==> src/rtl/btn_debounce.sv <==
// ---------------------------------------------------------------------------
// btn_debounce
//
// Push-button conditioner. The raw, asynchronous, active-low button is
// synchronised through two flip-flops, debounced by requiring DB_CYCLES
// consecutive samples that disagree with the current debounced level, and
// then fed to a small press/hold FSM. The FSM produces one-cycle pulses for
// an accepted press, an accepted release and a long press, plus a wrapping
// 8-bit count of accepted presses.
//
// Parameters
//   DB_CYCLES    consecutive stable samples needed to accept a change (>=2)
//   LONG_CYCLES  held cycles after acceptance before long_press     (>=2)
//
// Ports
//   clk_i         system clock, everything on the rising edge
//   rst_ni        synchronous active-low reset
//   btn_ni        raw push button, asynchronous, 0 = pressed
//   pressed_o     debounced button level, 1 = pressed
//   press_o       one-cycle pulse on an accepted press
//   release_o     one-cycle pulse on an accepted release
//   long_press_o  one-cycle pulse when a press has been held LONG_CYCLES
//   press_cnt_o   accepted press count, modulo 256
// ---------------------------------------------------------------------------
module btn_debounce #(
    parameter int unsigned DB_CYCLES   = 500000,
    parameter int unsigned LONG_CYCLES = 50000000
) (
    input  logic       clk_i,
    input  logic       rst_ni,
    input  logic       btn_ni,
    output logic       pressed_o,
    output logic       press_o,
    output logic       release_o,
    output logic       long_press_o,
    output logic [7:0] press_cnt_o
);

    localparam int unsigned DB_W   = $clog2(DB_CYCLES);
    localparam int unsigned LONG_W = $clog2(LONG_CYCLES);

    localparam logic [DB_W-1:0]   DB_LAST   = DB_W'(DB_CYCLES - 1);
    localparam logic [LONG_W-1:0] LONG_LAST = LONG_W'(LONG_CYCLES - 1);

    typedef enum logic [1:0] {
        IDLE,
        HELD,
        LONG
    } state_e;

    logic              syncA_q;
    logic              syncB_q;
    logic              btnSample;
    logic [DB_W-1:0]   dbCnt_q;
    logic [DB_W-1:0]   dbCnt_d;
    logic              pressed_q;
    logic              pressed_d;
    logic              acceptEdge;

    state_e            state_q;
    logic [LONG_W-1:0] holdCnt_q;
    logic              press_q;
    logic              release_q;
    logic              longPress_q;
    logic [7:0]        pressCnt_q;

    // Second synchroniser stage, inverted so that 1 means "button down".
    assign btnSample = ~syncB_q;

    // Debounce qualification. Any sample agreeing with the current
    // debounced level restarts the count, so only an unbroken run of
    // DB_CYCLES disagreeing samples flips the level. acceptEdge marks the
    // edge on which the flip happens so the FSM can react in the same cycle.
    always_comb begin
        dbCnt_d    = dbCnt_q;
        pressed_d  = pressed_q;
        acceptEdge = 1'b0;
        if (btnSample == pressed_q) begin
            dbCnt_d = '0;
        end else if (dbCnt_q == DB_LAST) begin
            pressed_d  = btnSample;
            dbCnt_d    = '0;
            acceptEdge = 1'b1;
        end else begin
            dbCnt_d = dbCnt_q + DB_W'(1);
        end
    end

    // Synchroniser and debounce registers. The synchroniser resets to the
    // released level so a button held through reset is seen as a fresh
    // press once reset lifts.
    always_ff @(posedge clk_i) begin
        if (!rst_ni) begin
            syncA_q   <= 1'b1;
            syncB_q   <= 1'b1;
            dbCnt_q   <= '0;
            pressed_q <= 1'b0;
        end else begin
            syncA_q   <= btn_ni;
            syncB_q   <= syncA_q;
            dbCnt_q   <= dbCnt_d;
            pressed_q <= pressed_d;
        end
    end

    // Press/hold FSM with registered pulse outputs. In IDLE the debounced
    // level is low, so an accept there is always a press; in HELD/LONG it
    // is always a release. The release check comes first in HELD so that a
    // release landing on the long-press edge suppresses the long pulse.
    always_ff @(posedge clk_i) begin
        if (!rst_ni) begin
            state_q     <= IDLE;
            holdCnt_q   <= '0;
            press_q     <= 1'b0;
            release_q   <= 1'b0;
            longPress_q <= 1'b0;
            pressCnt_q  <= 8'd0;
        end else begin
            press_q     <= 1'b0;
            release_q   <= 1'b0;
            longPress_q <= 1'b0;
            case (state_q)
                IDLE: begin
                    if (acceptEdge) begin
                        state_q    <= HELD;
                        press_q    <= 1'b1;
                        pressCnt_q <= pressCnt_q + 8'd1;
                        holdCnt_q  <= '0;
                    end
                end
                HELD: begin
                    if (acceptEdge) begin
                        state_q   <= IDLE;
                        release_q <= 1'b1;
                        holdCnt_q <= '0;
                    end else if (holdCnt_q == LONG_LAST) begin
                        state_q     <= LONG;
                        longPress_q <= 1'b1;
                    end else begin
                        holdCnt_q <= holdCnt_q + LONG_W'(1);
                    end
                end
                LONG: begin
                    if (acceptEdge) begin
                        state_q   <= IDLE;
                        release_q <= 1'b1;
                        holdCnt_q <= '0;
                    end
                end
                default: begin
                    state_q   <= IDLE;
                    holdCnt_q <= '0;
                end
            endcase
        end
    end

    assign pressed_o    = pressed_q;
    assign press_o      = press_q;
    assign release_o    = release_q;
    assign long_press_o = longPress_q;
    assign press_cnt_o  = pressCnt_q;

endmodule

==> config.mk <==
export PLATFORM = sky130hd
export DESIGN_NAME = btn_debounce
export DESIGN_NICKNAME = d
export VERILOG_FILES = /design/src/rtl/btn_debounce.sv
export SDC_FILE = /design/constraint.sdc
export NUM_CORES = 1
export LEC_CHECK = 0
export BUFFER_PORTS_ARGS = -buffer_cell sky130_fd_sc_hd__buf_2
export CORE_MARGIN = 5
export CORE_UTILIZATION = 45
export DETAILED_ROUTE_END_ITERATION = 6
export PLACE_DENSITY = 0.72
export SYNTH_ARGS = -nofsm -noshare
export SYNTH_HDL_FRONTEND = slang
export SYNTH_SLANG_ARGS = --single-unit
==> constraint.sdc <==
create_clock -name clk_i -period 2.7 [get_ports clk_i]
set_clock_uncertainty 0.05 [all_clocks]
set_input_delay 0.135 -clock clk_i [delete_from_list [all_inputs] [get_ports clk_i]]
set_output_delay 0.135 -clock clk_i [all_outputs]
set_load 0.01 [all_outputs]
==> reports/results.ini, run 1 <==
[sta]
setup-violations-final=0
timing.slew.headroom_pct=56.32
achievable-frequency_ghz=0.4194
final_number_of_max_transition_violations=0
tightest_slew_ns=0.6551
hold_viol=0
final.setup.tns_ns=0
fin_crit_ns=2.384
rsz0062_at_grt=false
period_share_pct=88.30
finalHoldWorstSlack_ns=0.06000

[clock_network]
clock_root_buffer_master=sky130_fd_sc_hd__clkbuf_8
clkLatencyLatePin_ns=0.34
cts_made_buffers=9
cts.reportedPaths.clkPinSlew_ns=0.08
cts_sinks=61
cts.path.max_buffers=2
htree_levels=3
cts_tree=yes

[placement]
finalWeightedCongestion=0.9170
place.port_buffers=14
dp_hpwl_um=5091

[global_routing]
maximum_number_of_pins_on_one_net_before_global_route_repair=20
first_global_vias=2627
antenna_violations_before_repair=0
grt_first_pass_wirelength_um=12390
gr-usage-all-layers_pct=17.46
gr-total-overflow=0

[floorplan]
fp.coreArea_sq_um=6794
fp.dieArea_sq_um=8766
row_count=30
initial_core_utilization_pct=46.32
top_level_ports=15
fp.dieH_um=93.63
die_w_um=93.63

[routing]
drt_wl_total_um=7254
vias=2863
drt-vias-per-instance=5.807
drt_iter0_markers=184
route.detailed.wl_per_inst_um=14.71
drt.antenna.violating_nets=0
drc=0
detail_route.first_pass.iterations=5

[layout]
n_fill_cell=636
finish.net_count=401
drive_above_1_share_pct=12.59
num_antenna_cells=0
syn_to_final_growth_pct=13.24

[synth]
yosys_warnings=0
syn_area_sq_um=3147
synth.lib_cells_used.distinct=55
count_of_flip_flops_with_a_built_in_enable_after_synthesis=0
top_reg_cell_synth=sky130_fd_sc_hd__dfxtp_1
post_synth_inst_count=375
postSynthRegisterBits=61
mappedNetlistNets=384
yosysSeqAreaShare_pct=38.81
ys_async_sr_fraction_pct=0
postSynthAreaPerCell_sq_um=8.391

[setup_path]
cells_along_the_critical_path=or4b_1, nor3_1, a21oi_2, buf_4, a22oi_1, mux2i_1
critPathMaxFanout=14
worstPathArrival_ns=2.56
critPathRequiredTime_ns=2.88
cp_slowest_cell=sky130_fd_sc_hd__or4b_1
setup.worst_path.end_class=register
crit_path_start_kind=register
critPathKind=reg -> reg
critPathMaxStageDelay_ns=0.55

[min_path]
path_type_of_the_worst_min_delay_path=in -> reg

[power_and_ir_drop]
p_leak_uw=0.001175
vdd_drop_max_mv=0.3266
power-per-cell-area_nw_per_um2=538.4

[run_status]
status=completed

[run]
max_cap_violations=0

==> state kept, by name (all words and copies together), names as in the netlist <==
name	cells
press_o	1
syncA_q	1
pressed_o	1
syncB_q	1
long_press_o	1
press_cnt_o	8
dbCnt_q	19
holdCnt_q	26
release_o	1
state_q	2
==> final timing paths <==
| kind | slack [ns] | cells past startpoint | startpoint | end |
|---|---|---|---|---|
| min | 0.06 | 2 | rst_ni | syncA_q |
| max | 0.32 | 6 | dbCnt_q[9] | holdCnt_q[21] |
| min reg2reg | 0.38 | 1 | syncA_q | syncB_q |
| max reg2reg | 0.32 | 6 | dbCnt_q[9] | holdCnt_q[21] |
==> cell type report <==
class	instances	area (sq um)	share of cell area, %
Multi-Input combinational cell	281	1774	49.79
Inverter	14	52.55	1.475
Clock buffer	12	145.1	4.073
Sequential cell	61	1221	34.27
Clock inverter	4	95.09	2.669
Tap cell	96	120.1	3.371
Timing Repair Buffer	25	155.1	4.354
==> routing by layer <==
metal / GRT usage (%) / vias to the layer above / part of all wire (%)
li1: - / 1428 / -
met5: 0 / - / 0
met4: 6.378 / 0 / 1.8
met1: 22.52 / 1343 / 46
met3: 4.505 / 15 / 5.9
met2: 28.05 / 77 / 46
==> logic make-up (layout without fill, tap and decap cells) <==
kind of cell	count (synthesis)	after routing	share of synthesized area, %
simple gates	184	184	31.85
compound gates	65	65	14.59
flops	61	61	38.81
buf+inv	33	55	4.930
xor+xnor	21	21	5.845
fa+ha+maj	6	6	2.386
mux	5	5	1.591
==> placed cells by master (no fill, tap or decap), types with 7 or more instances in the layout <==
master	n
sky130_fd_sc_hd__nand4_1	14
sky130_fd_sc_hd__nand2_1	30
sky130_fd_sc_hd__xnor2_1	15
sky130_fd_sc_hd__and3_1	10
sky130_fd_sc_hd__buf_4	10
sky130_fd_sc_hd__o21ai_0	11
sky130_fd_sc_hd__buf_2	14
sky130_fd_sc_hd__and4_1	7
sky130_fd_sc_hd__nor3_1	13
sky130_fd_sc_hd__nor2_1	35
sky130_fd_sc_hd__a21oi_1	10
sky130_fd_sc_hd__o211ai_1	7
sky130_fd_sc_hd__inv_1	13
sky130_fd_sc_hd__nand3_1	30
sky130_fd_sc_hd__clkbuf_8	10
sky130_fd_sc_hd__nor4_1	8
sky130_fd_sc_hd__a31oi_1	7
sky130_fd_sc_hd__dfxtp_1	61
==> synthesized netlist by cell type (6+ instances only) <==
cell type                  instances  area share (%)
sky130_fd_sc_hd__dfxtp_1          61              39
sky130_fd_sc_hd__nor2_1           35             4.2
sky130_fd_sc_hd__nand2_1          30             3.6
sky130_fd_sc_hd__nand3_1          30             4.8
sky130_fd_sc_hd__xnor2_1          15             4.2
sky130_fd_sc_hd__nand4_1          14             2.8
sky130_fd_sc_hd__clkbuf_1         13             1.6
sky130_fd_sc_hd__inv_1            13             1.6
sky130_fd_sc_hd__nor3_1           13             2.1
sky130_fd_sc_hd__a21oi_1          11             1.7
sky130_fd_sc_hd__o21ai_0          11             1.7
sky130_fd_sc_hd__and3_1           10             2.0
sky130_fd_sc_hd__nor4_1            8             1.6
sky130_fd_sc_hd__a31oi_1           7             1.4
sky130_fd_sc_hd__and4_1            7             1.9
sky130_fd_sc_hd__o211ai_1          7             1.7
sky130_fd_sc_hd__ha_1              6             2.4
sky130_fd_sc_hd__or3_1             6             1.2
sky130_fd_sc_hd__xor2_1            6             1.7
==> critical path, delay by kind of cell, from the launching register on <==
| kind | cells | cell delay [ns] |
|---|---|---|
| and+or+nand+nor | 2 | 1.05 |
| AOI/OAI and AO/OA | 2 | 0.50 |
| DFF | 1 | 0.34 |
| buffers and inverters | 1 | 0.25 |
| muxes | 1 | 0.09 |
==> through the flow <==
step	setup slack, ns	util [%]	total power, uW	cell area [sq um]	instances
global placement	0.4065	48.77	951.6	3313	476
finish	0.3158	52.45	1919	3563	493
global route	0.1280	52.45	1978	3563	493
CTS	0.3428	52.45	1938	3563	493
floorplan	0.5842	-	943.4	3147	375
detailed placement	0.3604	48.77	952.3	3313	476
==> power breakdown <==
part | switching (uW) | total, uW | internal (uW)
Sequential | 1.16 | 903 | 901
Clock | 347 | 985 | 638
Combinational | 21.2 | 30.9 | 9.69
Total | 369 | 1920 | 1550
==> timing repair <==
| action | in CTS | in global routing |
|---|---|---|
| gates resized for setup | 0 | 0 |
| endpoints found under the hold margin | 1 | 0 |
| buffers inserted | 0 | 0 |
| hold buffers | 1 | 0 |
Note: power is estimated with default switching activity, not from simulation.
==> inputs of run 2 (changes only) <==
- BUFFER_PORTS_ARGS: -buffer_cell sky130_fd_sc_hd__buf_2 -> -buffer_cell sky130_fd_sc_hd__buf_4
- CTS_BUF_LIST: unset -> sky130_fd_sc_hd__clkbuf_8
- clock period: 2.7 -> 2.4 ns (I/O delays scaled with it)
==> run 2 against run 1 <==
Against the previous run: design area grew 2.7%; setup slack lost 0.13 ns; clock power grew 5%; cell count grew 1.4%; critical path depth shrank 1; highest routed layer unchanged.
==> reports/results.ini, run 2 (same netlist as run 1, synthesis figures left out) <==
[layout]
largest-register=holdCnt_q
instances_no_fill=500  ; +1.4%
num_antenna_cells=0  ; unchanged
syn_to_final_growth_pct=16.30
largest_register_ffs=26  ; unchanged
mostFrequentLayoutCell=sky130_fd_sc_hd__dfxtp_1
final_cell_mix=61 x sky130_fd_sc_hd__dfxtp_1, 35 x sky130_fd_sc_hd__nor2_1, 30 x sky130_fd_sc_hd__nand3_1, 30 x sky130_fd_sc_hd__nand2_1, 28 x sky130_fd_sc_hd__buf_4
drive_above_1_share_pct=14.60  ; +2.0 points
finalCoreUtilization_pct=53.87  ; +1.4 points
finish.net_count=408  ; +1.7%

[run_status]
status=completed

[clock_network]
cts.repair_timing.setup_buffer_count=0  ; unchanged
clock_root_buffer_master=sky130_fd_sc_hd__clkbuf_8
cts_sinks=61  ; unchanged
htree_levels=3  ; unchanged
cts_tree=yes
cts.path.max_buffers=2  ; unchanged
clkLatencyLatePin_ns=0.34  ; about the same
cts_made_buffers=9  ; unchanged
cts.reportedPaths.clkPinSlew_ns=0.07  ; about the same

[global_routing]
antenna_violations_before_repair=0  ; unchanged
gr-usage-all-layers_pct=18.70  ; +1.2 points
maximum_number_of_pins_on_one_net_before_global_route_repair=34  ; +70%
gr-total-overflow=0  ; unchanged
grt_first_pass_wirelength_um=13100  ; +5.8%
first_global_vias=2816  ; +7.2%

[routing]
drc=0  ; unchanged
vias=2928  ; +2.3%
drt_iter0_markers=224  ; +22%
detail_route.first_pass.iterations=5  ; unchanged
drt-vias-per-instance=5.856  ; +0.84%
drt_wl_total_um=7605  ; +4.8%
drt.antenna.violating_nets=0  ; unchanged
route.detailed.wl_per_inst_um=15.21  ; +3.4%

[power_and_ir_drop]
p_leak_uw=0.001210  ; +3.0%
power-per-cell-area_nw_per_um2=569.8  ; +5.8%
vdd_drop_max_mv=0.2734  ; -16%

[setup_path]
cp_slowest_cell=sky130_fd_sc_hd__or4_4
setup.worst_path.end_class=register
regToRegSetupSlack_ns=0.18  ; -0.13 ns
path_buf_inv=0  ; -1
critPathMaxStageDelay_ns=0.62  ; +0.07 ns
timing.rr.start=holdCnt_q[0]
critPathTopFamily=simple AND/OR/NAND/NOR gates
critPathMaxFanout=6  ; -8
critical_register_to_register_path_endpoint=holdCnt_q[22]
cells_along_the_critical_path=ha_1, nand3_1, or4_4, or3_1, o41ai_1
ff_to_ff_path_depth=5  ; -1
critPathKind=reg -> reg
critPathRequiredTime_ns=2.57  ; -0.31 ns
worstPathArrival_ns=2.39  ; -0.17 ns
crit_path_start_kind=register

[floorplan]
fp.dieArea_sq_um=8766  ; unchanged
top_level_ports=15  ; unchanged
fp.dieH_um=93.63  ; unchanged
row_count=30  ; unchanged
fp.coreArea_sq_um=6794  ; unchanged
die_w_um=93.63  ; unchanged
initial_core_utilization_pct=46.32  ; unchanged

[placement]
finalWeightedCongestion=0.9241  ; +0.77%
place.port_buffers=14  ; unchanged
dp_hpwl_um=5284  ; +3.8%
placed_cells_incl_taps=481  ; +1.1%

[sta]
timing.slew.headroom_pct=72.48  ; +16 points
final_number_of_max_transition_violations=0  ; unchanged
tightest_slew_ns=0.4128  ; -0.2423 ns
achievable-frequency_ghz=0.4508  ; +7.5%
rsz0062_at_grt=false
final.setup.tns_ns=0  ; unchanged
setup-violations-final=0  ; unchanged
period_share_pct=92.42  ; +4.1 points
hold_viol=0  ; unchanged
fin_crit_ns=2.218  ; -0.1661 ns

[min_path]
timing.hold.worst_endpoint=syncB_q
worst_hold_path_cell_count=1  ; -1
min-delay-start=syncA_q
path_type_of_the_worst_min_delay_path=reg -> reg

[run]
max_cap_violations=0  ; unchanged

## run 2: worst max-delay path by stage
stage                       startpoint            end  slack, ns  depth (start not counted)
after CTS                 holdCnt_q[0]  holdCnt_q[19]       0.13                          6
after global routing      holdCnt_q[0]  holdCnt_q[22]       0.06                          5
after detailed placement  holdCnt_q[0]  holdCnt_q[19]       0.14                          6
after global placement    holdCnt_q[0]  holdCnt_q[19]       0.21                          6
after floorplan           holdCnt_q[0]  holdCnt_q[19]       0.28                          8
final                     holdCnt_q[0]  holdCnt_q[22]       0.18                          5
## run 2: area by class of cell
cell class / count / area [sq um]
clock buffers: 10 / 137.6
clock inverters: 6 / 86.33
fillers: 646 / 3134
inverters: 14 / 52.55
multi-input cells: 281 / 1782
flip-flops and latches: 61 / 1221
well taps: 96 / 120.1
repair buffers: 32 / 260.3
## run 2: what timing repair did
item	4_1_cts	5_1_grt
hold buffers	3	0
gates resized for setup	0	3
setup endpoints to repair	0	6
endpoints found under the hold margin	2	0
## run 2: power by group
group | switching, uW | internal, uW | total (uW)
logic | 24.3 | 13.0 | 37.3
clock network | 422 | 611 | 1030
registers | 1.18 | 1010 | 1010
total | 448 | 1640 | 2090
## run 2: layer usage
metal | part of all wire [%] | vias up | global-route usage (%)
met2 | 47 | 95 | 29.66
met1 | 45 | 1363 | 22.97
met5 | 0 | - | 0
li1 | - | 1445 | -
met4 | 2.4 | 0 | 9.146
met3 | 5.5 | 25 | 5.632
## run 2: metrics by stage
stage	hold WS, ns	setup WS [ns]	total power, uW	cell area (sq um)
2_1_floorplan	0.1715	0.2842	1061	3147
3_3_place_gp	0.2607	0.2146	1071	3398
3_5_place_dp	0.2608	0.1377	1071	3398
4_1_cts	0.3796	0.1295	2104	3652
5_1_grt	0.4155	0.06329	2158	3660
6_report	0.3724	0.1819	2085	3660
==> inputs of run 3 (changes only) <==
- CORE_ASPECT_RATIO: unset -> 1.25
==> run 3 against run 2 <==
Against the previous run: global-route usage fell by 0.88 points; routed wire length shrank 0.72%; flip-flop and latch count is the same; total power down 6.3%; cell count is 0.60% lower; sequential share of layout area is 0.11 points lower; highest routed layer unchanged; largest power group is now registers; critical path type unchanged; fmax shrank 2.2%; first-iteration DRC count rose by 5.8%; sequential power is essentially flat.
==> reports/results.ini, run 3 (same netlist as run 1, synthesis figures left out) <==
[run_status]
status=completed

[layout]
finalCoreUtilization_pct=53.29  ; -0.58 points
final_cell_area_sq_um=3672  ; +0.34%
largest_register_ffs=26  ; unchanged
drive_above_1_share_pct=14.74  ; +0.14 points
num_antenna_cells=0  ; unchanged
mostFrequentLayoutCell=sky130_fd_sc_hd__dfxtp_1
n_fill_cell=637  ; -1.4%
final_cell_mix=61 x sky130_fd_sc_hd__dfxtp_1, 35 x sky130_fd_sc_hd__nor2_1, 30 x sky130_fd_sc_hd__nand3_1, 30 x sky130_fd_sc_hd__nand2_1, 30 x sky130_fd_sc_hd__buf_4
finish.net_count=411  ; +0.74%
largest-register=holdCnt_q
syn_to_final_growth_pct=16.70

[clock_network]
clock_root_buffer_master=sky130_fd_sc_hd__clkbuf_8
htree_levels=3  ; unchanged
cts.reportedPaths.clkPinSlew_ns=0.07  ; about the same
cts_sinks=61  ; unchanged
clkLatencyLatePin_ns=0.34  ; about the same
cts.path.max_buffers=2  ; unchanged
cts.repair_timing.setup_buffer_count=0  ; unchanged
cts_tree=yes
cts_made_buffers=9  ; unchanged

[placement]
dp_hpwl_um=5316  ; +0.61%
dp_worst_setup_slack_ns=-0.1448  ; -0.2825 ns
finalWeightedCongestion=0.8675  ; -6.1%
postPlaceCellArea_sq_um=3426  ; +0.81%
place.port_buffers=14  ; unchanged

[run]
max_cap_violations=0  ; unchanged

[global_routing]
gr-total-overflow=0  ; unchanged
maximum_number_of_pins_on_one_net_before_global_route_repair=30  ; -12%
first_global_vias=2695  ; -4.3%
grt_first_pass_wirelength_um=12520  ; -4.5%
gr-usage-all-layers_pct=17.82  ; -0.88 points
antenna_violations_before_repair=0  ; unchanged

[setup_path]
critPathKind=reg -> reg
regToRegSetupSlack_ns=0.13  ; -0.05 ns
setup.worst_path.end_class=register
worstPathArrival_ns=2.42  ; +0.03 ns
crit_path_start_kind=register
critPathRequiredTime_ns=2.55  ; -0.02 ns
ff_to_ff_path_depth=6  ; +1
critPathMaxFanout=10  ; +4

[routing]
vias=2948  ; +0.68%
route.detailed.wl_per_inst_um=15.19  ; -0.12%
drt.antenna.violating_nets=0  ; unchanged
drt_wl_total_um=7550  ; -0.72%
drt_iter0_markers=237  ; +5.8%
drt-vias-per-instance=5.932  ; +1.3%
detail_route.first_pass.iterations=5  ; unchanged
drc=0  ; unchanged

[min_path]
path_type_of_the_worst_min_delay_path=reg -> reg
worst_hold_path_cell_count=1  ; unchanged

[floorplan]
top_level_ports=15  ; unchanged
initial_core_utilization_pct=45.66  ; -0.66 points
fp.coreArea_sq_um=6892  ; +1.4%
fp.dieArea_sq_um=8776  ; +0.12%
row_count=34  ; +13%
fp.dieH_um=103.5  ; +11%
die_w_um=84.80  ; -9.4%

[sta]
final_number_of_max_transition_violations=0  ; unchanged
finalHoldWorstSlack_ns=0.3551  ; -0.01735 ns
period_share_pct=94.53  ; +2.1 points
fin_crit_ns=2.269  ; +0.05056 ns
final.setup.tns_ns=0  ; unchanged
tightest_slew_ns=0.7681  ; +0.3553 ns
hold_viol=0  ; unchanged
timing.slew.headroom_pct=48.68  ; -24 points
setup-violations-final=0  ; unchanged
achievable-frequency_ghz=0.4408  ; -2.2%
setup_ws_ns=0.1313  ; -0.05056 ns
rsz0062_at_grt=false

[power_and_ir_drop]
power-per-cell-area_nw_per_um2=532.3  ; -6.6%
p_leak_uw=0.001250  ; +3.3%
vdd_drop_max_mv=0.5091  ; +86%

-- run 3: changes by cell type in the layout (fill, tap and decap cells not counted), sizes merged --
cell / before / now
buf: 29 / 32
inv: 13 / 15
clkinv: 4 / 3
bufinv: 2 / 1
-- run 3: path summary, 6_finish.rpt --
kind,from,end
worst max-delay path,holdCnt_q[0],holdCnt_q[19]
worst min register to register,syncA_q,syncB_q
worst min-delay path,syncA_q,syncB_q
worst max register to register,holdCnt_q[0],holdCnt_q[19]
-- run 3: layout make-up --
cell class | instances | area [sq um] | share of cell area, %
Clock buffer | 10 | 137.6 | 3.748
Clock inverter | 6 | 55.05 | 1.499
Inverter | 14 | 52.55 | 1.431
Multi-Input combinational cell | 281 | 1798 | 48.96
Sequential cell | 61 | 1221 | 33.25
Tap cell | 90 | 112.6 | 3.066
Timing Repair Buffer | 35 | 295.3 | 8.041
-- run 3: report_power, final --
group	switching [uW]	leakage (uW)	total, uW	internal [uW]
Combinational	24.4	0.000653	39.8	15.4
Clock	403	0.000105	900	497
Sequential	1.12	0.000492	1020	1010
-- run 3: worst max-delay path, cell delays in order (launching register included) --
cell and delay (ns):
sky130_fd_sc_hd__dfxtp_1 0.40, sky130_fd_sc_hd__ha_1 0.21, sky130_fd_sc_hd__nand3_1 0.21, sky130_fd_sc_hd__or2_2 0.45, sky130_fd_sc_hd__o311a_4 0.48, sky130_fd_sc_hd__nand2_2 0.18
sky130_fd_sc_hd__o311ai_0 0.15
-- run 3: routing by layer --
metal | GRT usage (%) | wire length (um) | vias to the layer above
li1 | - | - | 1457
met1 | 21.40 | 3249 | 1378
met2 | 30.56 | 3689 | 93
met3 | 3.883 | 410 | 20
met4 | 8.404 | 201 | 0
met5 | 0 | 0 | -
-- run 3: stage by stage --
stage,power [uW],std cells
2_1_floorplan,1061,375
3_3_place_gp,1073,478
3_5_place_dp,1074,478
4_1_cts,1971,497
5_1_grt,2026,497
6_report,1955,497
-- run 3: timing repair --
action	in CTS	in global routing
gates resized for setup	1	4
hold endpoints to repair	2	0
hold buffers	3	0
endpoints found under the setup margin	11	11
